<file path="src/rtl/axil_led_ctrl.sv">
// axil_led_ctrl
//   AXI4-Lite register slave driving an LED bank with a static or blinking
//   pattern. Register map (addr[7:2] decoded, aliases every 256 bytes):
//     0x00 CTRL   RW  [0] enable, [1] blink
//     0x04 VALUE  RW  [LED_COUNT-1:0] LED pattern
//     0x08 PERIOD RW  blink half-period in clk cycles
//     0x0C STATUS RO  [0] phase, [LED_COUNT+7:8] current led_out
//     0x10 ID     RO  ID_VALUE
//     0x14-0xFF   unmapped: SLVERR, writes dropped, reads return 0
//
// Ports:
//   clk, rst_n        clock, asynchronous active-low reset
//   s_axil_aw*        write address channel (awprot ignored)
//   s_axil_w*         write data channel
//   s_axil_b*         write response channel
//   s_axil_ar*        read address channel (arprot ignored)
//   s_axil_r*         read data channel
//   led_out           registered LED drive, active-high
//
// Handshake semantics: a beat transfers on a rising edge where valid and
// ready are both high. A source holds valid and its payload stable until that
// edge; ready may depend on internal state only, never on valid. AW and W are
// captured independently into holding registers; the write commits on the
// edge where the second of the two transfers (or both together), raising
// bvalid at that edge. bvalid/rvalid and their payloads hold until the
// edge where bready/rready is high.
module axil_led_ctrl #(
  parameter int          DATA_WIDTH = 32,
  parameter int          ADDR_WIDTH = 16,
  parameter int          STRB_WIDTH = DATA_WIDTH / 8,
  parameter int          LED_COUNT  = 8,
  parameter logic [31:0] ID_VALUE   = 32'h4C45_4401
) (
  input  logic                  clk,
  input  logic                  rst_n,
  input  logic [ADDR_WIDTH-1:0] s_axil_awaddr,
  input  logic [2:0]            s_axil_awprot,
  input  logic                  s_axil_awvalid,
  output logic                  s_axil_awready,
  input  logic [DATA_WIDTH-1:0] s_axil_wdata,
  input  logic [STRB_WIDTH-1:0] s_axil_wstrb,
  input  logic                  s_axil_wvalid,
  output logic                  s_axil_wready,
  output logic [1:0]            s_axil_bresp,
  output logic                  s_axil_bvalid,
  input  logic                  s_axil_bready,
  input  logic [ADDR_WIDTH-1:0] s_axil_araddr,
  input  logic [2:0]            s_axil_arprot,
  input  logic                  s_axil_arvalid,
  output logic                  s_axil_arready,
  output logic [DATA_WIDTH-1:0] s_axil_rdata,
  output logic [1:0]            s_axil_rresp,
  output logic                  s_axil_rvalid,
  input  logic                  s_axil_rready,
  output logic [LED_COUNT-1:0]  led_out
);

  localparam logic [1:0] RESP_OKAY   = 2'b00;
  localparam logic [1:0] RESP_SLVERR = 2'b10;

  localparam logic [5:0] REG_CTRL   = 6'd0;
  localparam logic [5:0] REG_VALUE  = 6'd1;
  localparam logic [5:0] REG_PERIOD = 6'd2;
  localparam logic [5:0] REG_STATUS = 6'd3;
  localparam logic [5:0] REG_ID     = 6'd4;

  // Byte-lane merge of a write into the current 32-bit register image.
  function automatic logic [31:0] strb_merge(input logic [31:0] old_val,
                                             input logic [31:0] new_val,
                                             input logic [3:0]  strb);
    logic [31:0] r;
    r = old_val;
    for (int i = 0; i < 4; i++) begin
      if (strb[i]) r[8*i +: 8] = new_val[8*i +: 8];
    end
    return r;
  endfunction

  // ---------------------------------------------------------------- state
  logic                 ready_en;   // keeps all readies low until the first edge after reset
  logic                 aw_held;
  logic [5:0]           aw_idx_q;
  logic                 w_held;
  logic [31:0]          w_data_q;
  logic [3:0]           w_strb_q;
  logic                 bvalid_q;
  logic [1:0]           bresp_q;
  logic                 rvalid_q;
  logic [31:0]          rdata_q;
  logic [1:0]           rresp_q;

  logic                 ctrl_enable;
  logic                 ctrl_blink;
  logic [LED_COUNT-1:0] value_reg;
  logic [31:0]          period_reg;
  logic [31:0]          counter;
  logic                 phase;
  logic [LED_COUNT-1:0] led_q;

  // ---------------------------------------------------------------- handshakes
  assign s_axil_awready = ready_en && !aw_held && !bvalid_q;
  assign s_axil_wready  = ready_en && !w_held && !bvalid_q;
  assign s_axil_arready = ready_en && !rvalid_q;

  logic aw_hs, w_hs, ar_hs, wr_fire;
  assign aw_hs   = s_axil_awvalid && s_axil_awready;
  assign w_hs    = s_axil_wvalid && s_axil_wready;
  assign ar_hs   = s_axil_arvalid && s_axil_arready;
  assign wr_fire = (aw_held || aw_hs) && (w_held || w_hs);

  // Effective write beat: the held copy if present, else the live bus.
  logic [5:0]  wr_idx;
  logic [31:0] wr_data;
  logic [3:0]  wr_strb;
  logic        wr_mapped;
  assign wr_idx    = aw_held ? aw_idx_q : s_axil_awaddr[7:2];
  assign wr_data   = w_held ? w_data_q : s_axil_wdata;
  assign wr_strb   = w_held ? w_strb_q : s_axil_wstrb;
  assign wr_mapped = (wr_idx <= REG_ID);

  logic [31:0] ctrl_merged, value_merged, period_merged;
  assign ctrl_merged   = strb_merge({30'd0, ctrl_blink, ctrl_enable}, wr_data, wr_strb);
  assign value_merged  = strb_merge(32'(value_reg), wr_data, wr_strb);
  assign period_merged = strb_merge(period_reg, wr_data, wr_strb);

  logic period_wr;
  assign period_wr = wr_fire && (wr_idx == REG_PERIOD);

  // ---------------------------------------------------------------- write channel
  always_ff @(posedge clk or negedge rst_n) begin
    if (!rst_n) begin
      ready_en <= 1'b0;
      aw_held  <= 1'b0;
      aw_idx_q <= '0;
      w_held   <= 1'b0;
      w_data_q <= '0;
      w_strb_q <= '0;
      bvalid_q <= 1'b0;
      bresp_q  <= RESP_OKAY;
    end else begin
      ready_en <= 1'b1;
      if (wr_fire) begin
        aw_held  <= 1'b0;
        w_held   <= 1'b0;
        bvalid_q <= 1'b1;
        bresp_q  <= wr_mapped ? RESP_OKAY : RESP_SLVERR;
      end else begin
        if (aw_hs) begin
          aw_held  <= 1'b1;
          aw_idx_q <= s_axil_awaddr[7:2];
        end
        if (w_hs) begin
          w_held   <= 1'b1;
          w_data_q <= s_axil_wdata;
          w_strb_q <= s_axil_wstrb;
        end
        if (bvalid_q && s_axil_bready) bvalid_q <= 1'b0;
      end
    end
  end

  // ---------------------------------------------------------------- registers
  always_ff @(posedge clk or negedge rst_n) begin
    if (!rst_n) begin
      ctrl_enable <= 1'b0;
      ctrl_blink  <= 1'b0;
      value_reg   <= '0;
      period_reg  <= '0;
    end else if (wr_fire) begin
      case (wr_idx)
        REG_CTRL: begin
          ctrl_enable <= ctrl_merged[0];
          ctrl_blink  <= ctrl_merged[1];
        end
        REG_VALUE:  value_reg  <= value_merged[LED_COUNT-1:0];
        REG_PERIOD: period_reg <= period_merged;
        default: ;  // RO and unmapped offsets: nothing to update
      endcase
    end
  end

  // ---------------------------------------------------------------- blink engine
  // PERIOD==0 parks the engine with phase=1 so a blinking pattern shows solid.
  always_ff @(posedge clk or negedge rst_n) begin
    if (!rst_n) begin
      counter <= '0;
      phase   <= 1'b0;
    end else if (period_wr) begin
      counter <= '0;
    end else if (period_reg == 32'd0) begin
      counter <= '0;
      phase   <= 1'b1;
    end else if (counter == period_reg - 32'd1) begin
      counter <= '0;
      phase   <= ~phase;
    end else begin
      counter <= counter + 32'd1;
    end
  end

  // ---------------------------------------------------------------- LED output
  always_ff @(posedge clk or negedge rst_n) begin
    if (!rst_n) begin
      led_q <= '0;
    end else if (!ctrl_enable) begin
      led_q <= '0;
    end else if (ctrl_blink) begin
      led_q <= value_reg & {LED_COUNT{phase}};
    end else begin
      led_q <= value_reg;
    end
  end

  assign led_out = led_q;

  // ---------------------------------------------------------------- read channel
  logic [31:0] rd_data;
  logic [1:0]  rd_resp;

  always_comb begin
    rd_data = '0;
    rd_resp = RESP_OKAY;
    case (s_axil_araddr[7:2])
      REG_CTRL:   rd_data[1:0] = {ctrl_blink, ctrl_enable};
      REG_VALUE:  rd_data[LED_COUNT-1:0] = value_reg;
      REG_PERIOD: rd_data = period_reg;
      REG_STATUS: begin
        rd_data[0]             = phase;
        rd_data[LED_COUNT+7:8] = led_q;
      end
      REG_ID:     rd_data = ID_VALUE;
      default:    rd_resp = RESP_SLVERR;
    endcase
  end

  always_ff @(posedge clk or negedge rst_n) begin
    if (!rst_n) begin
      rvalid_q <= 1'b0;
      rdata_q  <= '0;
      rresp_q  <= RESP_OKAY;
    end else if (ar_hs) begin
      rvalid_q <= 1'b1;
      rdata_q  <= rd_data;
      rresp_q  <= rd_resp;
    end else if (rvalid_q && s_axil_rready) begin
      rvalid_q <= 1'b0;
    end
  end

  assign s_axil_bvalid = bvalid_q;
  assign s_axil_bresp  = bresp_q;
  assign s_axil_rvalid = rvalid_q;
  assign s_axil_rdata  = rdata_q;
  assign s_axil_rresp  = rresp_q;

  // Protection bits, ignored address bits and merge bits beyond each
  // register's width are intentionally dropped.
  logic unused_ok;
  assign unused_ok = ^{s_axil_awprot, s_axil_arprot,
                       s_axil_awaddr[ADDR_WIDTH-1:8], s_axil_awaddr[1:0],
                       s_axil_araddr[ADDR_WIDTH-1:8], s_axil_araddr[1:0],
                       ctrl_merged, value_merged};

endmodule

</file>
<file path="config.mk">
export PLATFORM = sky130hd
export DESIGN_NAME = axil_led_ctrl
export DESIGN_NICKNAME = d
export VERILOG_FILES = /design/src/rtl/axil_led_ctrl.sv
export SDC_FILE = /design/constraint.sdc
export NUM_CORES = 1
export LEC_CHECK = 0
export ABC_AREA = 1
export ABC_CLOCK_PERIOD_IN_PS = 3100
export CORE_MARGIN = 2
export CORE_UTILIZATION = 62
export CTS_BUF_LIST = sky130_fd_sc_hd__clkbuf_2
export DETAILED_ROUTE_END_ITERATION = 8
export GPL_TIMING_DRIVEN = 0
export PLACE_DENSITY = 0.93
export SLEW_MARGIN = 10
export SYNTH_ARGS = -nofsm -noshare
export SYNTH_HDL_FRONTEND = slang
export SYNTH_SLANG_ARGS = --single-unit
export TNS_END_PERCENT = 50
</file>
<file path="constraint.sdc">
create_clock -name clk -period 3.1 [get_ports clk]
set_input_delay 0.62 -clock clk [delete_from_list [all_inputs] [get_ports clk]]
set_output_delay 0.62 -clock clk [all_outputs]
set_load 0.1 [all_outputs]
</file>
# == After elaboration in Yosys (flattened, before gate mapping) ==
# Index checks and enable logic that the tools add are counted.
# word_totals
regBits,166
inputBits,81
out_inout_bits,49
wordCells,96
# classes
addsub,2
n_lt_le_gt_ge,1
n_eq_ne,7
mux,25
bitwise_logic,4
reduce_logical,36
# op_table
operator,n
2-to-1 mux 32 bit,4
adder 32 x 1 -> 32 bit (second input constant),1
== test 32 bit,1
logical NOT 32 bit,1
case mux 16 bit (2 select lines),1
subtractor 32 x 1 -> 32 bit (second input constant),1
case mux 8 bit (3 select lines),1
== test 6 x 2 -> 1 bit (second input constant),3
AND reduction 3 bit,6
2-to-1 mux 8 bit,2
== test 6 x 1 -> 1 bit (second input constant),2
logical AND 1 bit,12
logical NOT 6 bit,2
case mux 6 bit (2 select lines),1
2-to-1 mux 1 bit,10
nonzero test 2 bit,5
AND 8 bit,1
== test 6 x 3 -> 1 bit (second input constant),1
less-or-equal comparator 6 x 3 -> 1 bit (second input constant),1
2-to-1 mux 6 bit,1
AND reduction 2 bit,3
case mux 1 bit (5 select lines),1
OR reduction 5 bit,1
logical NOT 1 bit,4
other kinds (5),9

# == Logic depth before layout (Yosys ltp) ==
# logic_depth
depth_word,9
depth_mapped,17
depth_no_buf,17

# == Least setup slack after synthesis ==
# OpenSTA, ideal clock, no wires.
# synth_path
path_type,reg2reg
startpoint,"register bvalid_q, in the netlist s_axil_bvalid"
endpoint,register value_reg[2]
setup_ps,126
t_arrival_ps,3284
required_ps,2974
setup_slack_ps,-311
stages_incl_launch_ff,12
n_path_buf,1
period_less_slack_ps,3411
cell_sequence,dfrtp_1 -> nor3_2 -> nand2_1 -> inv_1 -> nor2_1 -> inv_1 -> nand2_2 -> nor3_2 -> nand3_1 -> nor2_4 -> buf_4 -> o21ai_0
# synth_between
elab_chain_len,6
# synth_lines
item,line_no,rtl
from (decl),86,logic bvalid_q;
from (signal assigned),138,bvalid_q <= 1'b0;
from (signal assigned),145,bvalid_q <= 1'b1;
from (signal assigned),157,if (bvalid_q && s_axil_bready) bvalid_q <= 1'b0;
logical NOT 1 bit,101,assign s_axil_awready = ready_en && !aw_held && !bvalid_q;
logical AND 1 bit,101,
net s_axil_awready,39,"output logic s_axil_awready,"
logical AND 1 bit,106,assign aw_hs = s_axil_awvalid && s_axil_awready;
logical OR 1 bit,109,assign wr_fire = (aw_held || aw_hs) && (w_held || w_hs);
logical AND 1 bit,109,
AND reduction 3 bit (no line),n/a,
to (signal assigned),175,REG_VALUE: value_reg <= value_merged[LED_COUNT-1:0];
to (decl),94,logic [LED_COUNT-1:0] value_reg;
# The timed path passes the listed nets, and every way through them passes these cells.
# A chain may end at the register's enable or synchronous reset.

# == Final worst setup path ==
# layout_path
startpoint,"register led_q[7], in the netlist led_out[7]"
endpoint,output led_out[7]
# layout_rtl
item,line_no,rtl
from (decl),98,logic [LED_COUNT-1:0] led_q;
from (signal assigned),208,led_q <= value_reg & {LED_COUNT{phase}};
from (signal assigned),210,led_q <= value_reg;
to (decl),55,output logic [LED_COUNT-1:0] led_out
# No word-level cell between the ends.

==> results.sh <==
export IMPL_worstSetupPathType="reg -> out"
export IMPL_crit_family="buffers and inverters"
export IMPL_synthAdderAreaFrac_pct=0.261
export IMPL_grt_max_degree=103
export IMPL_timing_critical_path_arrival_ps=2410
export IMPL_boundaryPins=130
export IMPL_rows=45
export IMPL_synth_compound_area_share_pct=8.97
export IMPL_htree_levels=4
export IMPL_cts_setup_buffers=0
export IMPL_diodes=0
export IMPL_avgRoutedWirePerCell_um=16.9
export IMPL_power_share_switching_pct=54.4
export IMPL_yosys_register_bits=164
export IMPL_slew_headroom_pct=33.6
export IMPL_cts_buffers=17
export IMPL_clockRootBuffer="clkbuf_2"
export IMPL_clk_pin_slew_ps=280
export IMPL_ys_async_sr_fraction_pct=100
export IMPL_start_util_pct=63.2
export IMPL_combPwrFrac_pct=63.8
export IMPL_status="complete, no violations"
export IMPL_p_leak_nw=5.41
export IMPL_synth_cells=1233
export IMPL_power_frac_clock_pct=11.0
export IMPL_grt_overflow_total=0
export IMPL_area_delta_synth_final_pct=16.5
export IMPL_clock_path_buffers=2
export IMPL_track_usage_pct=33.6
export IMPL_firstDrtPassIters=9
export IMPL_dieArea_um2=16400
export IMPL_path_cells="clkdlybuf4s50_1"
export IMPL_cts_sinks=164
export IMPL_synth_mux_area_share_pct=2.72
export IMPL_power_switching_mw=6.53
export IMPL_synth_top_family_by_area="simple AND/OR/NAND/NOR gates"
export IMPL_io_buffers=101
export IMPL_synth_simple_area_share_pct=32.0
export IMPL_grt_pass1_wl_um=43000
export IMPL_coreArea_um2=15100
export IMPL_min_period_ps=3030
export IMPL_layout_commonest_cell="nand2_1"
export IMPL_slowest_delay_ps=1160
export IMPL_drt_iter0_markers=1042
export IMPL_synthXorXnorAreaFrac_pct=5.02
export IMPL_seq_area_frac_synth_pct=42.9
export IMPL_die_h_um=128
export IMPL_ant_nets=0
export IMPL_holdWs_ps=322
export IMPL_rsz0062_at_grt="false"
export IMPL_worst_ir_drop_vdd_mv=1.20
export IMPL_fmax_mhz=330
export IMPL_vias=8988
export IMPL_crit_fanout=2
export IMPL_dp_cells=1524
export IMPL_setup_tns_ps=0
export IMPL_grt_pass1_vias=8750
export IMPL_synth_area_um2=9570
export IMPL_antenna_found_initial=0
export IMPL_synth_warning_count=0
export IMPL_synth_cell_type_count=50
export IMPL_drc=0
export IMPL_n_fill_cell=1080
export IMPL_total_power_mw=12.0
export IMPL_p_per_area_nw_per_um2=1080
export IMPL_hold_path_class="in -> async"
export IMPL_critical_path_required_ps=2480
export IMPL_setup_violations=0
export IMPL_worstSkewPairLatency_ps=780
export IMPL_drive_above_1_share_pct=11.0
export IMPL_vias_per_cell=5.77
export IMPL_final_hold_viol_count=0
export IMPL_hpwl_um=20300
export IMPL_pwr_share_seq_pct=25.2
export IMPL_cts_tree="built"
export IMPL_wirelength_um=26300
export IMPL_die_w_um=128
export IMPL_critPathLaunchType="flip-flop"
export IMPL_layout_nets=1439
export IMPL_worst_pin_slew_ps=993
export IMPL_routabilityCongestion=1.00
export IMPL_r2r_slack_ps=390
export IMPL_cap_viol_max_count=0
export IMPL_endpoint_kind="output pin"
export IMPL_instances_no_fill=1557
export IMPL_layout_common_cells="323 x nand2_1, 164 x dfrtp_1, 147 x inv_1"
export IMPL_slew_violations=0
export IMPL_yosys_most_used_dff="dfrtp_1"
export IMPL_intPower_mw=5.47
export IMPL_fin_crit_sh_pct=97.8
export IMPL_critPathSlowestCell="clkdlybuf4s50_1"
export IMPL_syn_area_per_cell_um2=7.76
export IMPL_synth_edf_count=0
export IMPL_clock_skew_ps=49.1
export IMPL_cp_num_buf_inv=1
-- layout make-up --
type	count	area, µm²	area share, %
clock inverters	14	193	1.73
inverters	156	586	5.25
clock buffers	18	90.1	0.808
well taps	188	235	2.11
multi-input cells	881	4720	42.3
repair buffers	103	1040	9.34
plain buffers	33	184	1.65
flip-flops and latches	164	4100	36.8
-- final timing paths --
kind,from,end,depth (start not counted)
worst max-delay path,led_out[7]$_DFF_PN0_,led_out[7],1
worst min-delay path,rst_n,w_data_q[0]$_DFFE_PN0P_,2
worst max register to register,period_reg[1]$_DFFE_PN0P_,counter[14]$_DFF_PN0_,14
worst min register to register,s_axil_rdata[0]$_DFFE_PN0P_,s_axil_rdata[0]$_DFFE_PN0P_,2
max in group asynchronous,rst_n,period_reg[10]$_DFFE_PN0P_,3
min in group clk,s_axil_awaddr[7],aw_idx_q[5]$_DFFE_PN0P_,3
-- power groups by stage --
stage	clock, mW	combinational (mW)	sequential, mW
detailed placement	0	7.54	3.03
finish	1.32	7.66	3.02
CTS	1.31	7.56	3.00
floorplan	0	5.52	3.26
global route	1.40	8.46	3.06
global placement	0	7.36	3.01
-- cells in the mapped netlist (6+ instances only) --
| master | n | area share (%) |
|---|---|---|
| nand2_1 | 323 | 13 |
| dfrtp_1 | 164 | 43 |
| inv_1 | 147 | 5.8 |
| nor2_1 | 123 | 4.8 |
| o21ai_0 | 106 | 5.5 |
| nand3_1 | 52 | 2.7 |
| xor2_1 | 34 | 3.1 |
| nor2_4 | 30 | 3.5 |
| nand4_1 | 26 | 1.7 |
| nor3_1 | 23 | 1.2 |
| o21ai_1 | 19 | 0.99 |
| xnor2_1 | 19 | 1.7 |
| clkbuf_1 | 17 | 0.67 |
| mux2_2 | 16 | 1.9 |
| nor2_2 | 13 | 0.85 |
| nand2_2 | 12 | 0.78 |
| a21oi_1 | 9 | 0.47 |
| inv_2 | 9 | 0.35 |
| nand3b_1 | 9 | 0.71 |
| mux2i_1 | 8 | 0.84 |
| buf_2 | 7 | 0.37 |
| a2bb2oi_1 | 6 | 0.55 |
-- kinds of logic after synthesis --
logic type                 Yosys count
and+or+nand+nor                    641
buffers and inverters              189
DFF                                164
AOI/OAI and AO/OA                  157
xor gates and xnor gates            54
muxes                               24
adders and majority gates            2
other                                2
-- stage by stage --
step                utilization (%)  instance area [µm²]  setup slack, ps
floorplan                         -                 9590              102
global placement               71.5                10800            -5080
detailed placement             71.8                10900              323
CTS                            73.7                11200             22.0
global route                   73.6                11100             1.19
finish                         73.6                11100             68.0
-- per-layer routing --
layer | vias up | track usage, % | share of wire (%)
li1 | 4180 | - | -
met1 | 4236 | 42.7 | 40
met2 | 472 | 56.6 | 49
met3 | 100 | 6.05 | 7.7
met4 | 0 | 14.3 | 3.9
met5 | - | 0 | 0
-- what timing repair did --
item / 4_1_cts / 5_1_grt
setup endpoints to repair: 4 / 2
gates cloned: 0 / 0
hold buffers: 1 / 0
endpoints found under the hold margin: 62 / 0
resized for setup: 5 / 3
(Power assumes the default switching activity.)
